**config.mk**
```make
export PLATFORM = sky130hd
export DESIGN_NAME = outcnt_drive_sched_flat
export DESIGN_NICKNAME = d
export VERILOG_FILES = /design/src/rtl/outcnt_drive_sched_if.sv /design/src/rtl/outcnt_drive_sched.sv /design/src/flat_wrapper.sv
export SDC_FILE = /design/constraint.sdc
export NUM_CORES = 1
export LEC_CHECK = 0
export CAP_MARGIN = 40
export CORE_AREA = 2 2 103 105
export DETAILED_ROUTE_END_ITERATION = 6
export DIE_AREA = 0 0 105 107
export HOLD_SLACK_MARGIN = 0.08
export MAX_ROUTING_LAYER = met4
export PLACE_DENSITY = 0.82
export SETUP_SLACK_MARGIN = 0.3
export SLEW_MARGIN = 20
export SYNTH_ARGS = -nofsm -noshare
export SYNTH_HDL_FRONTEND = slang
export SYNTH_SLANG_ARGS = --single-unit
```
**constraint.sdc**
```tcl
create_clock -name prop_clk -period 4.33 [get_ports prop_clk]
set_input_delay 0.866 -clock prop_clk [delete_from_list [all_inputs] [get_ports prop_clk]]
set_output_delay 0.866 -clock prop_clk [all_outputs]
set_load 0.03 [all_outputs]
```
**src/rtl/outcnt_drive_sched_if.sv**
```systemverilog
// Handshake between the drive scheduler and the counter priority logic:
// one-hot DINC request out, active-low POUT/MOUT/ZOUT responses back.
interface outcnt_drive_sched_if #(
  parameter int unsigned N_REQ = 8
);
  logic [N_REQ-1:0] dinc;
  logic             POUT_;
  logic             MOUT_;
  logic             ZOUT_;

  modport master (
    output dinc,
    input  POUT_,
    input  MOUT_,
    input  ZOUT_
  );

  modport slave (
    input  dinc,
    output POUT_,
    output MOUT_,
    output ZOUT_
  );
endinterface

```
**src/rtl/outcnt_drive_sched.sv**
```systemverilog
// Round-robin scheduler for the shared output-counter drive slot: grants one
// pending requester a DINC per counter slot and turns the response into a drive pulse.
module outcnt_drive_sched #(
  parameter int unsigned N_REQ    = 8,
  parameter int unsigned PULSE_W  = 4,
  parameter int unsigned TO_SLOTS = 3
) (
  input  logic                 prop_clk,
  input  logic                 rst,
  input  logic                 rate_tick,
  input  logic                 slot,
  input  logic [N_REQ-1:0]     enab,
  outcnt_drive_sched_if.master cnt,
  output logic [N_REQ-1:0]     drv_p,
  output logic [N_REQ-1:0]     drv_m,
  output logic [N_REQ-1:0]     done,
  output logic                 busy,
  output logic                 tmo_err
);

  localparam int unsigned IdxW = (N_REQ > 1) ? $clog2(N_REQ) : 1;

  typedef logic [IdxW-1:0] idx_t;
  typedef enum logic [0:0] {StIdle, StWait} state_e;

  state_e           state_q;
  idx_t             ptr_q;
  idx_t             gnt_q;
  logic [2:0]       slot_cnt_q;
  logic [N_REQ-1:0] pend_q, pend_d;
  logic [N_REQ-1:0] dinc_q;
  logic [N_REQ-1:0] done_q;
  logic [N_REQ-1:0] drv_p_q;
  logic [N_REQ-1:0] drv_m_q;
  logic [3:0]       wcnt_q [N_REQ];
  logic             busy_q;
  logic             tmo_q;

  logic             srch_hit;
  idx_t             srch_idx;
  idx_t             cand;
  logic             wait_st;
  logic             rsp_z, rsp_p, rsp_m, rsp_any;
  logic             grant;
  logic             tmo_hit;

  // First pending index after the last grant, wrapping modulo N_REQ.
  always_comb begin
    srch_hit = 1'b0;
    srch_idx = ptr_q;
    cand     = ptr_q;
    for (int unsigned k = 1; k <= N_REQ; k++) begin
      cand = idx_t'((32'(ptr_q) + k) % N_REQ);
      if (!srch_hit && pend_q[cand]) begin
        srch_hit = 1'b1;
        srch_idx = cand;
      end
    end
  end

  // Response priority ZOUT_ > POUT_ > MOUT_, only looked at while waiting.
  always_comb begin
    wait_st = (state_q == StWait);
    rsp_z   = wait_st & ~cnt.ZOUT_;
    rsp_p   = wait_st & cnt.ZOUT_ & ~cnt.POUT_;
    rsp_m   = wait_st & cnt.ZOUT_ & cnt.POUT_ & ~cnt.MOUT_;
    rsp_any = rsp_z | rsp_p | rsp_m;
    grant   = (state_q == StIdle) & slot & srch_hit;
    tmo_hit = wait_st & ~rsp_any & slot & (slot_cnt_q == 3'(TO_SLOTS - 1));
  end

  // A rate tick in the grant clock re-arms the request so the tick is not lost.
  always_comb begin
    pend_d = '0;
    for (int i = 0; i < int'(N_REQ); i++) begin
      pend_d[i] = enab[i] & (rate_tick | (pend_q[i] & ~(grant && (srch_idx == idx_t'(i)))));
    end
  end

  always_ff @(posedge prop_clk or negedge rst) begin
    if (!rst) begin
      pend_q <= '0;
    end else begin
      pend_q <= pend_d;
    end
  end

  always_ff @(posedge prop_clk or negedge rst) begin
    if (!rst) begin
      state_q    <= StIdle;
      ptr_q      <= idx_t'(N_REQ - 1);
      gnt_q      <= '0;
      slot_cnt_q <= '0;
      dinc_q     <= '0;
      done_q     <= '0;
      busy_q     <= 1'b0;
      tmo_q      <= 1'b0;
    end else begin
      done_q <= '0;
      unique case (state_q)
        StIdle: begin
          if (grant) begin
            gnt_q      <= srch_idx;
            dinc_q     <= N_REQ'(1) << srch_idx;
            busy_q     <= 1'b1;
            slot_cnt_q <= '0;
            state_q    <= StWait;
          end
        end
        StWait: begin
          if (rsp_any || tmo_hit) begin
            if (rsp_z) begin
              done_q <= N_REQ'(1) << gnt_q;
            end
            if (tmo_hit) begin
              tmo_q <= 1'b1;
            end
            dinc_q  <= '0;
            busy_q  <= 1'b0;
            ptr_q   <= gnt_q;
            state_q <= StIdle;
          end else if (slot) begin
            slot_cnt_q <= slot_cnt_q + 3'd1;
          end
        end
        default: state_q <= StIdle;
      endcase
    end
  end

  // Per-requester pulse stretcher; a new response restarts width and direction.
  always_ff @(posedge prop_clk or negedge rst) begin
    if (!rst) begin
      drv_p_q <= '0;
      drv_m_q <= '0;
      for (int i = 0; i < int'(N_REQ); i++) begin
        wcnt_q[i] <= '0;
      end
    end else begin
      for (int i = 0; i < int'(N_REQ); i++) begin
        if ((rsp_p || rsp_m) && (gnt_q == idx_t'(i))) begin
          wcnt_q[i]  <= 4'(PULSE_W);
          drv_p_q[i] <= rsp_p;
          drv_m_q[i] <= rsp_m;
        end else if (wcnt_q[i] != 4'd0) begin
          wcnt_q[i] <= wcnt_q[i] - 4'd1;
          if (wcnt_q[i] == 4'd1) begin
            drv_p_q[i] <= 1'b0;
            drv_m_q[i] <= 1'b0;
          end
        end
      end
    end
  end

  assign cnt.dinc = dinc_q;
  assign drv_p    = drv_p_q;
  assign drv_m    = drv_m_q;
  assign done     = done_q;
  assign busy     = busy_q;
  assign tmo_err  = tmo_q;

  a_dinc_onehot: assert property (@(posedge prop_clk) disable iff (!rst) $onehot0(dinc_q));
  a_drv_excl: assert property (@(posedge prop_clk) disable iff (!rst) ((drv_p_q & drv_m_q) == '0));

endmodule

```
**src/flat_wrapper.sv**
```systemverilog
// flat-port wrapper written by rule: the top's interface ports become plain ports
module outcnt_drive_sched_flat 
#(
  parameter int unsigned N_REQ    = 8,
  parameter int unsigned PULSE_W  = 4,
  parameter int unsigned TO_SLOTS = 3
)
  (prop_clk, rst, rate_tick, slot, enab, drv_p, drv_m, done, busy, tmo_err, cnt_dinc, cnt_POUT_, cnt_MOUT_, cnt_ZOUT_);
  outcnt_drive_sched_if #(.N_REQ(N_REQ)) cnt_i ();
  input  logic prop_clk;
  input  logic rst;
  input  logic rate_tick;
  input  logic slot;
  input  logic [N_REQ-1:0] enab;
  output logic [N_REQ-1:0] drv_p;
  output logic [N_REQ-1:0] drv_m;
  output logic [N_REQ-1:0] done;
  output logic busy;
  output logic tmo_err;
  output wire logic [$bits(cnt_i.dinc)-1:0] cnt_dinc;
  input wire logic [$bits(cnt_i.POUT_)-1:0] cnt_POUT_;
  input wire logic [$bits(cnt_i.MOUT_)-1:0] cnt_MOUT_;
  input wire logic [$bits(cnt_i.ZOUT_)-1:0] cnt_ZOUT_;
  assign cnt_dinc = cnt_i.dinc;
  assign cnt_i.POUT_ = cnt_POUT_;
  assign cnt_i.MOUT_ = cnt_MOUT_;
  assign cnt_i.ZOUT_ = cnt_ZOUT_;
  outcnt_drive_sched #(.N_REQ(N_REQ), .PULSE_W(PULSE_W), .TO_SLOTS(TO_SLOTS)) u_core (.prop_clk(prop_clk), .rst(rst), .rate_tick(rate_tick), .slot(slot), .enab(enab), .cnt(cnt_i), .drv_p(drv_p), .drv_m(drv_m), .done(done), .busy(busy), .tmo_err(tmo_err));
endmodule
```
## Word-level counts from Yosys, hierarchy flattened

Cells that the tools add are included.

- $add $sub $neg: 17
- Order comparisons: 8
- Eq/ne operators: 27
- Shift operators: 2
- Muxes and demuxes: 96
- Bitwise operators: 49
- Reduce and logical (&&, ||, !) cells: 71

Operators with widths:

| cell | count |
|---|---|
| 2-to-1 mux 4 bit | 16 |
| 2-to-1 mux 1 bit | 52 |
| 2-to-1 mux 8 bit | 5 |
| 2-to-1 mux 3 bit | 11 |
| == test 4 x 1 -> 1 bit, second input constant | 8 |
| less-than comparator 3 x 4 -> 1 bit, second input constant | 8 |
| nonzero test 2 bit | 16 |
| nonzero test 4 bit | 8 |
| subtractor 4 x 1 -> 4 bit, second input constant | 8 |
| bitwise AND 1 bit | 26 |
| binary-select mux 1 bit (select 3 bit) | 8 |
| == test 3 bit, second input constant | 8 |
| logical AND 1 bit | 23 |
| AND reduction 2 bit | 11 |
| case mux 8 bit (2 select lines) | 1 |
| << shifter 1 x 3 -> 8 bit, first input constant | 2 |
| == test 3 x 2 -> 1 bit, second input constant | 5 |
| NOT 1 bit | 13 |
| adder 3 bit, second input constant | 4 |
| OR 1 bit | 10 |
| adder 3 x 1 -> 3 bit, second input constant | 3 |
| logical NOT 1 bit | 7 |
| adder 3 x 2 -> 3 bit, second input constant | 2 |
| == test 3 x 1 -> 1 bit, second input constant | 2 |
| other kinds (7) | 13 |

- Register bits after elaboration: 84
- Input port bits: 15
- Logic and storage cells: 303

## Depth between registers and ports, before layout

Gate-level depths: netlist of run 1.

- Depth in word-level cells: 31
- Gate-level depth with buffers: 15
- Depth with buffers taken out: 10

## Worst setup path before layout of run 1

OpenSTA, ideal clock, no wires.

- Path type: register to register
- Start point: reg u_core.ptr_q[0]
- End point: reg u_core.pend_q[3]
- Library setup time: 0.121 ns
- Arrival: 4.170 ns
- Data required time: 4.209 ns
- Slack: 0.039 ns
- Cell stages (with the launch flop): 14
- Clock period less this slack: 4.291 ns
- Cell sequence: dfstp_2 -> buf_6 -> buf_2 -> inv_1 -> ha_1 -> xnor2_1 -> mux4_2 -> or4b_1 -> buf_2 -> or3b_1 -> a221oi_2 -> o21ai_1 -> o21bai_1 -> a22o_1

- Longest elaborated chain between the ends: 31

RTL lines:

| item | line | RTL |
|---|---|---|
| from (decl) | outcnt_drive_sched.sv:27 | `idx_t ptr_q;` |
| from (signal assigned) | outcnt_drive_sched.sv:91 | `ptr_q <= idx_t'(N_REQ - 1);` |
| from (signal assigned) | outcnt_drive_sched.sv:120 | `ptr_q <= gnt_q;` |
| adder 3 x 1 -> 3 bit | outcnt_drive_sched.sv:53 | `cand = idx_t'((32'(ptr_q) + k) % N_REQ);` |
| binary-select mux 1 bit (select 3 bit) | outcnt_drive_sched.sv:54 | `if (!srch_hit && pend_q[cand]) begin` |
| 2-to-1 mux 1 bit (not written as such) | outcnt_drive_sched.sv:54 |  |
| 2-to-1 mux 1 bit | outcnt_drive_sched.sv:54 |  |
| logical NOT 1 bit | outcnt_drive_sched.sv:54 |  |
| logical AND 1 bit | outcnt_drive_sched.sv:54 |  |
| 2-to-1 mux 1 bit | outcnt_drive_sched.sv:54 |  |
| logical NOT 1 bit | outcnt_drive_sched.sv:54 |  |
| [16 not listed] | -- |  |
| 2-to-1 mux 3 bit or 2-to-1 mux 1 bit (tied branches) | outcnt_drive_sched.sv:54 |  |
| == test 3 x 2 -> 1 bit or bitwise AND 1 bit (tied branches) | outcnt_drive_sched.sv:76, outcnt_drive_sched.sv:68 |  |
| logical AND 1 bit (*) | outcnt_drive_sched.sv:76 | `pend_d[i] = enab[i] & (rate_tick \| (pend_q[i] & ~(grant && (srch_idx == idx_t'(i)))));` |
| NOT 1 bit (*) | outcnt_drive_sched.sv:76 |  |
| bitwise AND 1 bit (*) | outcnt_drive_sched.sv:76 |  |
| OR 1 bit (*) | outcnt_drive_sched.sv:76 |  |
| bitwise AND 1 bit (*) | outcnt_drive_sched.sv:76 |  |
| via u_core.pend_d[3] | outcnt_drive_sched.sv:30 | `logic [N_REQ-1:0] pend_q, pend_d;` |
| to (signal assigned) | outcnt_drive_sched.sv:84 | `pend_q <= pend_d;` |
| to (decl) | outcnt_drive_sched.sv:30 |  |

Mark *: on every way through the listed nets, which the timed path passes. The rest lies on a longest branch. The select of a mux whose other input is x is not followed.
A chain may end at the register's enable or synchronous reset.

## Worst setup path in the final report of run 1

- Start point: reg u_core.ptr_q[1]
- End point: reg u_core.pend_q[6]

- Longest elaborated chain between the ends: 31

RTL lines:

| item | line |
|---|---|
| adder 3 x 1 -> 3 bit | outcnt_drive_sched.sv:53 |
| binary-select mux 1 bit (select 3 bit) | outcnt_drive_sched.sv:54 |
| 2-to-1 mux 1 bit (not written as such) | outcnt_drive_sched.sv:54 |
| 2-to-1 mux 1 bit | outcnt_drive_sched.sv:54 |
| logical NOT 1 bit | outcnt_drive_sched.sv:54 |
| logical AND 1 bit | outcnt_drive_sched.sv:54 |
| 2-to-1 mux 1 bit | outcnt_drive_sched.sv:54 |
| logical NOT 1 bit | outcnt_drive_sched.sv:54 |
| [16 not listed] | -- |
| 2-to-1 mux 3 bit or 2-to-1 mux 1 bit (tied branches) | outcnt_drive_sched.sv:54 |
| == test 3 bit or bitwise AND 1 bit (tied branches) | outcnt_drive_sched.sv:76, outcnt_drive_sched.sv:68 |
| logical AND 1 bit (*) | outcnt_drive_sched.sv:76 |
| NOT 1 bit (*) | outcnt_drive_sched.sv:76 |
| bitwise AND 1 bit (*) | outcnt_drive_sched.sv:76 |
| OR 1 bit (*) | outcnt_drive_sched.sv:76 |
| bitwise AND 1 bit (*) | outcnt_drive_sched.sv:76 |
| via u_core.pend_d[6] | outcnt_drive_sched.sv:30 |

Marked as above.

==> results.env, run 1 <==
RUN_STATUS='completed'
PLACEDINSTANCEAREA_MM2=0.00563
SYN-INSTANCE-COUNT=499
SYNTH_XOR_AREA_SHARE_PCT=1.95
CRIT_REQUIRED_NS=4.57
AREAGROWTHSYNTHTOFINISH_PCT=18.4
PORT-BUFFER-COUNT=48
DR_TOTAL_VIAS=3959
DRT_PASS1_ITERATIONS=6
SYN-NUM-NETS=542
RR_STARTPOINT='u_core.ptr_q[1]$_DFFE_PN1P_'
SYNTH_COMPOUND_AREA_SHARE_PCT=16.8
ANTENNA_LEFT=0
DIODES=0
POWER.INTERNAL_W=0.00260
YOSYSTOPAREACELL='sky130_fd_sc_hd__dfrtp_1'
FINAL.MIN_CLOCK_PERIOD_NS=3.86
TOP_LEVEL_PORTS=49
CTS_ROOT_BUFFER='sky130_fd_sc_hd__clkbuf_8'
YOSYS.AREA_SHARE.ADDER_PCT=7.09
CLOCKBUFFERDEPTH=2
SYNTH_TOP_FLOP_CELL='sky130_fd_sc_hd__dfrtp_1'
SYNTH_AREA_LEADERS='sky130_fd_sc_hd__dfrtp_1 (41%), sky130_fd_sc_hd__ha_1 (7.1%), sky130_fd_sc_hd__mux2i_1 (5.3%)'
HOLD_FIX_BUFFERS_CTS=0
FINAL_SETUP_VIOLATIONS=0
R2R-END='u_core.pend_q[6]$_DFF_PN0_'
START_UTIL_PCT=48.9
WORST_SETUP_HOLD_PATH_CLK_SLEW_NS=0.10
DIE_Y_UM=107
SYNTH_ENABLE_FLOP_CELLS=0
IR_DROP_mV=0.388
CLK-INSERTION-DELAY-LATE_NS=0.36
DP.FINAL_HPWL_MM=8.35
CRIT_ARRIVAL_NS=4.10
TIMING.CRITICAL_PATH.BUF_INV=1
TIMING.CRITICAL_PATH.FROM_TYPE='flip-flop'
HOLD_VIOLATIONS=0
NETLIST_AREA_MM2=0.00494
WORSTREGTOREGCELLS=10
DIE_W_UM=105
PWR_DENSITY_CELL_mW_PER_MM2=828
CRITPATHKIND='reg -> reg'
DRT-VIAS-PER-INSTANCE=5.70
CORE_AREA_MM2=0.0101
GROUTE.USAGE.OVERALL_PCT=21.5
DOMINANT_COMBINATIONAL_CELL_FAMILY_BY_AREA_AFTER_SYNTHESIS='compound AO/OA/AOI/OAI gates'
WORST_PATH_DOMINANT_CELL_FAMILY='simple AND/OR/NAND/NOR gates'
FIRST_PASS_GRT_WIRE_LENGTH_MM=19.0
SYNTH_LARGEST_TYPE_AREA_FRACTION_PCT=41.0
SYN_AREA_PER_CELL_UM2=9.90
END_KIND='flip-flop'
MAXSLEWVIOLCOUNT=0
GRT_SETUP_UNREPAIRED='no'
WORST-SLEW-PIN-TRANSITION_NS=0.617
POWER_LEAKAGE_nW=2.74
SETUP.REG_TO_REG.WORST_SLACK_NS=0.47
SYNTH_SIMPLE_GATE_AREA_SHARE_PCT=16.0
TIMING.HOLD.WORST.CLASS='in -> async'
MAXCAPVIOLATIONS=0
CTS_INSERTED_BUFFERS=9
CRITICAL_PATH_CELL_BY_CELL='inv_2 -> ha_1 -> xnor2_4 -> mux4_2 -> or4b_4 -> or3b_1 -> a221oi_2 -> nor2_2 -> nor4b_2 -> o21ai_1'
SEQPWRFRAC_PCT=30.4
POST_DRT_WL_PER_CELL_UM=16.7
CTS_NUM_SINKS=84
GRT_MAX_DEGREE=46
FIN_AREA_MM2=0.00585
MUX_SHARE_OF_POST_SYNTHESIS_CELL_AREA_PCT=11.0
TOTALNEGATIVESETUPSLACK_NS=0
YS_SEQ_ELEMENTS=84
SYNTHTOPCELLSBYCOUNT='sky130_fd_sc_hd__dfrtp_1 (81), sky130_fd_sc_hd__nor2_1 (64), sky130_fd_sc_hd__nand2_1 (47), sky130_fd_sc_hd__inv_1 (40), sky130_fd_sc_hd__ha_1 (28)'
DRC=0
DRIVE_ABOVE_1_SHARE_PCT=9.66
ROWS=37
GRT_ANTENNA_BEFORE_REPAIR=0
YOSYS.CELL_TYPES.COUNT=65
SLOWEST_STAGE='sky130_fd_sc_hd__dfstp_2'
CRIT_FANOUT=12
TIMING.CRITICAL_PATH.SLOWEST_CELL_DELAY_NS=0.69
POWER_SWITCHING_W=0.00224
TIMING.FMAX_MHz=259
SEQ_AREA_FRAC_SYNTH_PCT=42.6
NETS=597
COMB_POWER_SHARE_PCT=57.3
FIRST_GLOBAL_VIAS=3851
DETAIL_ROUTE.WIRELENGTH_MM=11.6
DETAIL_ROUTE.ITER0.VIOLATIONS=315
SYNTH.MOST_COMMON_CELL='sky130_fd_sc_hd__dfrtp_1'
SYNTH-ASYNC-RESET-RATIO_PCT=100
FINAL.PERIOD_UTILIZATION_PCT=89.2
MAXSLEWHEADROOM_PCT=58.8
WORST_CLOCK_SKEW_NS=0.0170
NETSWITCHINGFRACTION_PCT=46.2
CTS_TREE='yes'
PLACE.GP.CONGESTION=0.947
DESIGN.DIE.AREA_MM2=0.0112
GRT_REMAINING_OVERFLOW=0
CLOCK_POWER_SHARE_PCT=12.3
YS.WARNINGS.COUNT=0
HTREE_LEVELS=3
==> kinds of logic (layout without fill, tap and decap cells) <==
logic type / Yosys count / count (layout)
DFF: 84 / 84
and+or+nand+nor: 169 / 169
buffers and inverters: 55 / 115
AOI/OAI and AO/OA: 111 / 111
xor gates and xnor gates: 11 / 11
adders and majority gates: 28 / 28
muxes: 41 / 41
==> power by group through the flow <==
stage                     clock network [W]  logic, W  registers (W)
after CTS                          0.000597   0.00275        0.00146
final                              0.000597   0.00277        0.00147
after global placement                    0   0.00263        0.00144
after global routing               0.000631   0.00304        0.00151
after detailed placement                  0   0.00272        0.00147
after floorplan                           0   0.00193        0.00151
==> per-layer routing <==
metal / track usage, % / share of wire [%]
met4: 8.86 / 2.5
met1: 28.4 / 46
met2: 34.0 / 48
met5: - / 0
met3: 2.67 / 4.0
==> how the worst max path moves through the flow <==
| stage | end | depth (start not counted) | from |
|---|---|---|---|
| floorplan | u_core.pend_q[3]$_DFF_PN0_ | 13 | u_core.ptr_q[0]$_DFFE_PN1P_ |
| finish | u_core.pend_q[6]$_DFF_PN0_ | 10 | u_core.ptr_q[1]$_DFFE_PN1P_ |
| detailed placement | u_core.pend_q[6]$_DFF_PN0_ | 10 | u_core.ptr_q[1]$_DFFE_PN1P_ |
| CTS | u_core.pend_q[6]$_DFF_PN0_ | 10 | u_core.ptr_q[1]$_DFFE_PN1P_ |
| global placement | u_core.pend_q[3]$_DFF_PN0_ | 10 | u_core.ptr_q[1]$_DFFE_PN1P_ |
| global route | u_core.pend_q[6]$_DFF_PN0_ | 10 | u_core.ptr_q[0]$_DFFE_PN1P_ |
==> sequential cells by signal, indices dropped and copies added (netlist names) <==
signal / cells
u_core.drv_p: 8
u_core.gnt_q: 3
u_core.slot_cnt_q: 3
u_core.state_q: 1
u_core.busy: 1
u_core.pend_q: 8
u_core.cnt.dinc: 8
u_core.drv_m: 8
u_core.tmo_err: 1
u_core.done: 8
u_core.ptr_q: 3
u_core.wcnt_q: 32
==> metrics by stage <==
| stage | utilization (%) | cells | total power (W) | hold slack, ns | worst slack (ns) |
|---|---|---|---|---|---|
| final | 57.9 | 695 | 0.00484 | 0.459 | 0.469 |
| after global routing | 57.9 | 695 | 0.00518 | 0.481 | 0.307 |
| after CTS | 57.9 | 695 | 0.00480 | 0.466 | 0.424 |
| after detailed placement | 55.8 | 678 | 0.00418 | 0.443 | 0.276 |
| after global placement | 55.4 | 676 | 0.00408 | 0.441 | 0.352 |
| after floorplan | - | 499 | 0.00343 | 0.478 | 0.305 |
==> cell usage in the layout (no fill, tap or decap), types with 3 or more instances in the layout <==
cell / netlist / routed
sky130_fd_sc_hd__nor3_1: 17 / 17
sky130_fd_sc_hd__o22ai_1: 3 / 3
sky130_fd_sc_hd__ha_1: 28 / 28
sky130_fd_sc_hd__mux2i_1: 26 / 26
sky130_fd_sc_hd__or3_1: 4 / 4
sky130_fd_sc_hd__mux4_2: 7 / 7
sky130_fd_sc_hd__o211a_1: 4 / 4
sky130_fd_sc_hd__a211oi_1: 10 / 10
sky130_fd_sc_hd__xnor2_1: 9 / 8
sky130_fd_sc_hd__and2_1: 6 / 6
sky130_fd_sc_hd__nand3b_1: 3 / 3
sky130_fd_sc_hd__a22o_1: 17 / 17
sky130_fd_sc_hd__o21ai_0: 13 / 13
sky130_fd_sc_hd__dfrtp_1: 81 / 81
sky130_fd_sc_hd__nand2_1: 47 / 47
sky130_fd_sc_hd__o21ai_1: 7 / 7
sky130_fd_sc_hd__dfstp_2: 3 / 3
sky130_fd_sc_hd__a211o_1: 5 / 5
sky130_fd_sc_hd__nor2b_1: 7 / 7
sky130_fd_sc_hd__a21o_1: 10 / 10
sky130_fd_sc_hd__buf_4: 0 / 10
sky130_fd_sc_hd__mux2_2: 3 / 3
sky130_fd_sc_hd__nor2_1: 64 / 64
sky130_fd_sc_hd__clkbuf_8: 0 / 10
sky130_fd_sc_hd__a21oi_1: 11 / 11
sky130_fd_sc_hd__a31oi_1: 10 / 10
sky130_fd_sc_hd__o21bai_1: 3 / 3
sky130_fd_sc_hd__inv_1: 40 / 40
sky130_fd_sc_hd__clkdlybuf4s50_1: 0 / 47
sky130_fd_sc_hd__nor3b_1: 3 / 3
==> layout make-up <==
| cell class | count | area, µm² |
|---|---|---|
| fillers | 881 | 4240 |
| multi-input cells | 360 | 2640 |
| flip-flops and latches | 84 | 2110 |
| repair buffers | 58 | 573 |
| well taps | 136 | 170 |
| inverters | 41 | 154 |
| clock buffers | 11 | 141 |
| clock inverters | 5 | 67.6 |
==> repair_timing <==
| item | 4_1_cts | 5_1_grt |
|---|---|---|
| resized for setup | 0 | 1 |
| setup endpoints to repair | 4 | 7 |
| pin swaps | 1 | 0 |
| buffers inserted | 1 | 0 |
| gates cloned | 0 | 0 |
No activity file was read; power rests on OpenSTA's default activity.
==> run 2: changes to the inputs <==
CTS_CLUSTER_DIAMETER = 100   (was unset)
PLACE_DENSITY = 0.79   (was 0.82)
clock period = 4.4 ns   (was 4.33 ns; I/O delays follow)
==> results.env, run 2 (synthesis gave the netlist of run 1 again) <==
RUN_STATUS='completed'
TIMING.CRITICAL_PATH.SLOWEST_CELL_DELAY_NS=0.69
TIMING.CRITICAL_PATH.FROM_TYPE='flip-flop'
DR_TOTAL_VIAS=3930
LARGEST_REGISTER_FF_COUNT=32
TOTALNEGATIVESETUPSLACK_NS=0
ROWS=37
PORT-BUFFER-COUNT=48
REGISTERS.TOP_BY_FF_COUNT='u_core.wcnt_q'
IR_DROP_mV=0.327
TOP_LEVEL_PORTS=49
FINAL.MIN_CLOCK_PERIOD_NS=3.91
SEQPWRFRAC_PCT=30.5
WORST_CLOCK_SKEW_NS=0.0124
HTREE_LEVELS=3
DRT-VIAS-PER-INSTANCE=5.65
WORST_PATH_DOMINANT_CELL_FAMILY='simple AND/OR/NAND/NOR gates'
LAYOUT.CELLS.MOST_COMMON_LIST='sky130_fd_sc_hd__dfrtp_1 (81), sky130_fd_sc_hd__nor2_1 (64), sky130_fd_sc_hd__nand2_1 (47), sky130_fd_sc_hd__clkdlybuf4s50_1 (47), sky130_fd_sc_hd__inv_1 (40)'
WORST-SLEW-PIN-TRANSITION_NS=0.587
CRIT_ARRIVAL_NS=4.14
CRIT_REQUIRED_NS=4.63
CTS_NUM_SINKS=84
CRITICAL_PATH_CELL_BY_CELL='inv_2 -> ha_1 -> xnor2_2 -> mux4_2 -> or4b_1 -> or3b_1 -> a221oi_2 -> nor2_2 -> nor4b_2 -> o21ai_1'
START_UTIL_PCT=48.9
DETAIL_ROUTE.ITER0.VIOLATIONS=227
WORSTREGTOREGCELLS=10
DIE_W_UM=105
FIRST_GLOBAL_VIAS=3964
TIMING.HOLD.WORST.CLASS='in -> async'
TIMING.FMAX_MHz=256
CRIT_FANOUT=12
POST-LAYOUT-TOTAL-POWER_W=0.00472
MAXSLEWVIOLCOUNT=0
DP.FINAL_HPWL_MM=8.46
POST_DRT_WL_PER_CELL_UM=16.4
GRT_MAX_DEGREE=46
MAXSLEWHEADROOM_PCT=60.7
DRT_PASS1_ITERATIONS=5
NETS=597
FINAL_SETUP_VIOLATIONS=0
CORE_AREA_MM2=0.0101
WORST_SETUP_HOLD_PATH_CLK_SLEW_NS=0.09
CTS_TREE='yes'
CRITPATHKIND='reg -> reg'
GRT_SETUP_UNREPAIRED='yes'
POWER_LEAKAGE_nW=2.73
ANTENNA_LEFT=0
CLK-INSERTION-DELAY-LATE_NS=0.36
CTS_INSERTED_BUFFERS=9
GROUTE.USAGE.OVERALL_PCT=21.6
WORSTSETUPPATHDEPTH=10
COMB_POWER_SHARE_PCT=57.5
DRIVE_ABOVE_1_SHARE_PCT=9.84
CLOCKBUFFERDEPTH=2
PWR_DENSITY_CELL_mW_PER_MM2=808
POWER.INTERNAL_W=0.00255
FIRST_PASS_GRT_WIRE_LENGTH_MM=19.0
AREAGROWTHSYNTHTOFINISH_PCT=18.4
TIMING.CRITICAL_PATH.BUF_INV=1
SETUP.REG_TO_REG.WORST_SLACK_NS=0.49
CTS_ROOT_BUFFER='sky130_fd_sc_hd__clkbuf_8'
HOLD_VIOLATIONS=0
DETAIL_ROUTE.WIRELENGTH_MM=11.4
LAYOUT_COMMONEST_CELL='sky130_fd_sc_hd__dfrtp_1'
END_KIND='flip-flop'
DIE_Y_UM=107
FINAL.PERIOD_UTILIZATION_PCT=88.9
GRT_ANTENNA_BEFORE_REPAIR=0
NETSWITCHINGFRACTION_PCT=46.0
SLOWEST_STAGE='sky130_fd_sc_hd__dfstp_2'
CLOCK_POWER_SHARE_PCT=12.0
GRT_REMAINING_OVERFLOW=0
PLACE.GP.CONGESTION=0.993
DRC=0
HOLD_FIX_BUFFERS_CTS=0
MAXCAPVIOLATIONS=0
DIODES=0
DESIGN.DIE.AREA_MM2=0.0112
POWER_SWITCHING_W=0.00217
==> run 2: worst paths after layout <==
kind,startpoint,endpoint
worst max-delay path,u_core.ptr_q[1]$_DFFE_PN1P_,u_core.pend_q[6]$_DFF_PN0_
worst max register to register,u_core.ptr_q[1]$_DFFE_PN1P_,u_core.pend_q[6]$_DFF_PN0_
worst min-delay path,rst,u_core.wcnt_q[18]$_DFFE_PN0P_
max in group asynchronous,rst,u_core.ptr_q[0]$_DFFE_PN1P_
min in group prop_clk,u_core.cnt.dinc[0]$_DFFE_PN0P_,u_core.cnt.dinc[0]$_DFFE_PN0P_
worst min register to register,u_core.cnt.dinc[0]$_DFFE_PN0P_,u_core.cnt.dinc[0]$_DFFE_PN0P_
==> run 2: repair_timing <==
item,CTS,global route
gates resized for setup,0,2
setup buffers,0,0
setup endpoints to repair,0,4
==> run 2: metal layers <==
metal,share of wire (%),vias to the layer above,GRT usage (%)
li1,-,1880,-
met2,49,94,35.4
met5,0,-,-
met4,2.5,0,8.00
met1,46,1930,27.7
met3,3.2,26,2.67
==> run 2: area by class of cell <==
cell class,instances,area [µm²]
flip-flops and latches,84,2110
inverters,41,154
fillers,908,4250
well taps,136,170
clock inverters,6,71.3
clock buffers,10,128
multi-input cells,360,2630
repair buffers,58,586
==> run 2: metrics by stage <==
step                      worst slack [ns]  utilization [%]  area (µm²)  std cells  hold slack [ns]
after floorplan                      0.311                -        4950        499            0.478
after global placement               0.649             55.6        5610        678            0.472
after detailed placement             0.550             55.9        5640        679            0.465
after CTS                            0.514             57.8        5840        695            0.496
after global routing                 0.304             57.9        5850        695            0.503
final                                0.488             57.9        5850        695            0.490
==> run 2: power groups by stage <==
stage	Sequential (W)	Clock (W)	Combinational, W
6_report	0.00144	0.000567	0.00272
5_1_grt	0.00149	0.000615	0.00298
4_1_cts	0.00143	0.000578	0.00270
3_5_place_dp	0.00145	0	0.00268
3_3_place_gp	0.00143	0	0.00257
2_1_floorplan	0.00148	0	0.00188
==> run 3: changes to the inputs <==
CORE_AREA = 2 2 115 117   (was 2 2 103 105)
DIE_AREA = 0 0 117 119   (was 0 0 105 107)
PLACE_DENSITY = 0.67   (was 0.79)
RECOVER_POWER = 25   (was unset)
==> results.env, run 3 (synthesis gave the netlist of run 1 again) <==
PLACE.GP.CONGESTION=0.948
HTREE_LEVELS=3
CRITPATHKIND='reg -> reg'
GRT_REMAINING_OVERFLOW=0
END_KIND='flip-flop'
TOP_LEVEL_PORTS=49
DRT_PASS1_ITERATIONS=5
PORT-BUFFER-COUNT=48
DRIVE_ABOVE_1_SHARE_PCT=9.68
TIMING.FMAX_MHz=260
CTS.REPAIR_TIMING.SETUP_BUFFER_COUNT=0
RUN_STATUS='finished, violations left'
COMB_POWER_SHARE_PCT=55.2
GROUTE.USAGE.OVERALL_PCT=18.2
GR-USAGE-MET3_PCT=2.70
POWER_LEAKAGE_nW=2.75
GR-USAGE-MET2_PCT=28.7
START_UTIL_PCT=38.4
LARGEST_REGISTER_FF_COUNT=32
ANTENNA_LEFT=0
R2R-END='u_core.pend_q[4]$_DFF_PN0_'
FINAL.MIN_CLOCK_PERIOD_NS=3.85
CRITICAL_PATH_CELL_BY_CELL='inv_2 -> ha_1 -> xnor2_2 -> mux4_2 -> or4b_4 -> o22ai_1 -> mux2i_1 -> nor4b_1 -> o21ai_1'
GRT_UTIL_MET1_PCT=23.7
WORST_CLOCK_SKEW_NS=0.00639
POST_DRT_WL_PER_CELL_UM=15.9
GRT_MAX_DEGREE=55
ROWS=42
POWER_SWITCHING_W=0.00220
HOLD_FIX_BUFFERS_CTS=0
WORST_SETUP_HOLD_PATH_CLK_SLEW_NS=0.06
VIOLATIONS='max-capacitance violations, max-slew violations'
CTS_NUM_SINKS=84
CRIT_REQUIRED_NS=4.61
CRIT_FANOUT=12
DP.FINAL_HPWL_MM=8.48
GRT_ANTENNA_BEFORE_REPAIR=0
POST-LAYOUT-TOTAL-POWER_W=0.00492
FIRST_PASS_GRT_WIRE_LENGTH_MM=19.6
FINAL.PERIOD_UTILIZATION_PCT=87.4
POWER.INTERNAL_W=0.00271
CLK-INSERTION-DELAY-LATE_NS=0.33
DRT-VIAS-PER-INSTANCE=5.36
FIRST_GLOBAL_VIAS=4066
LAYOUT.CELLS.MOST_COMMON_LIST='sky130_fd_sc_hd__dfrtp_1 (81), sky130_fd_sc_hd__nor2_1 (64), sky130_fd_sc_hd__nand2_1 (47), sky130_fd_sc_hd__clkdlybuf4s50_1 (47), sky130_fd_sc_hd__inv_1 (40)'
DETAIL_ROUTE.WIRELENGTH_MM=11.7
TIMING.CRITICAL_PATH.SLOWEST_CELL_DELAY_NS=0.69
SLOWEST_STAGE='sky130_fd_sc_hd__dfstp_2'
RR_STARTPOINT='u_core.ptr_q[1]$_DFFE_PN1P_'
CLOCK_POWER_SHARE_PCT=15.1
DIE_Y_UM=119
SEQPWRFRAC_PCT=29.6
REGISTERS.TOP_BY_FF_COUNT='u_core.wcnt_q'
MAXSLEWHEADROOM_PCT=-8.36
TIMING.HOLD.WORST.CLASS='reg -> reg'
PWR_DENSITY_CELL_mW_PER_MM2=825
FINAL-INSTANCE-COUNT-EXCL-FILL=734
WORSTHOLDENDPOINT='u_core.tmo_err$_DFFE_PN0P_'
MAXSLEWVIOLCOUNT=32
CORE_AREA_MM2=0.0129
CTS_TREE='yes'
DETAIL_ROUTE.ITER0.VIOLATIONS=288
TOTALNEGATIVESETUPSLACK_NS=0
GR-MAX-USAGE-LAYER='met2'
CTS_INSERTED_BUFFERS=9
NETS=597
LAYOUT_COMMONEST_CELL='sky130_fd_sc_hd__dfrtp_1'
CTS_ROOT_BUFFER='sky130_fd_sc_hd__clkbuf_16'
DIODES=0
CLOCKBUFFERDEPTH=2
WORST-SLEW-PIN-TRANSITION_NS=1.63
MIN_FROM='u_core.tmo_err$_DFFE_PN0P_'
MAXCAPVIOLATIONS=1
DIE_W_UM=117
GRT_SETUP_UNREPAIRED='no'
MULTI_INPUT_AREA_MM2=0.00264
TIMING.CRITICAL_PATH.FROM_TYPE='flip-flop'
HOLD-PATH-CELL-COUNT=1
CRIT_ARRIVAL_NS=4.05
FINAL-SEQ-AREA_MM2=0.00211
FINAL_SETUP_VIOLATIONS=0
SETUP.REG_TO_REG.WORST_SLACK_NS=0.55
HOLD-WORST-SLACK_NS=0.481
DESIGN.DIE.AREA_MM2=0.0139
PLACE.DETAILED.INSTANCES=719
HOLD_VIOLATIONS=0
DRC=0
IR_DROP_mV=0.352
WORSTREGTOREGCELLS=9
NUM-FILL-CELLS=1222
NETSWITCHINGFRACTION_PCT=44.8
DR_TOTAL_VIAS=3936
AREAGROWTHSYNTHTOFINISH_PCT=20.7
## run 3: how the worst max path moves through the flow
stage | end | start | slack, ns
finish | u_core.pend_q[4]$_DFF_PN0_ | u_core.ptr_q[1]$_DFFE_PN1P_ | 0.55
global route | u_core.pend_q[7]$_DFF_PN0_ | u_core.ptr_q[1]$_DFFE_PN1P_ | 0.34
CTS | u_core.pend_q[5]$_DFF_PN0_ | u_core.ptr_q[0]$_DFFE_PN1P_ | 0.42
detailed placement | u_core.pend_q[5]$_DFF_PN0_ | u_core.ptr_q[0]$_DFFE_PN1P_ | 0.44
global placement | u_core.pend_q[6]$_DFF_PN0_ | u_core.ptr_q[0]$_DFFE_PN1P_ | 0.58
floorplan | u_core.pend_q[3]$_DFF_PN0_ | u_core.ptr_q[0]$_DFFE_PN1P_ | 0.31
## run 3: layout make-up
class / count / share of cell area, %
inverters: 41 / 2.58
multi-input cells: 360 / 44.3
clock buffers: 10 / 3.84
repair buffers: 58 / 9.17
clock inverters: 5 / 1.05
well taps: 176 / 3.70
flip-flops and latches: 84 / 35.4
## run 3: critical path: cells and delay by family, from the launching register on
family          cells  cell delay, ns
compound gates      2            0.43
fa+ha+maj           1            0.24
buf+inv             1            0.16
simple gates        2            1.03
flops               1            0.69
mux                 2            0.98
xor+xnor            1            0.17
## run 3: stage by stage
stage | instance area (µm²) | util (%) | worst slack (ns)
after floorplan | 4950 | - | 0.311
after global placement | 5640 | 43.8 | 0.583
after detailed placement | 5670 | 44.1 | 0.444
after CTS | 5970 | 46.3 | 0.421
after global routing | 5960 | 46.3 | 0.336
final | 5960 | 46.3 | 0.553
## run 3: routing by layer
metal / routed length (µm) / share of wire, %
met5: 0 / 0
met4: 227 / 1.9
met3: 433 / 3.7
met2: 5590 / 48
met1: 5440 / 46
## run 3: power by group through the flow
| stage | registers, W | clock network (W) | logic, W |
|---|---|---|---|
| after CTS | 0.00145 | 0.000758 | 0.00269 |
| final | 0.00146 | 0.000743 | 0.00272 |
| after detailed placement | 0.00146 | 0 | 0.00267 |
| after floorplan | 0.00148 | 0 | 0.00188 |
| after global routing | 0.00150 | 0.000799 | 0.00300 |
| after global placement | 0.00144 | 0 | 0.00259 |
## run 3: timing repair
| action | in CTS | in global routing |
|---|---|---|
| resized for setup | 0 | 4 |
| setup endpoints to repair | 0 | 8 |
| hold endpoints to repair | 0 | 0 |
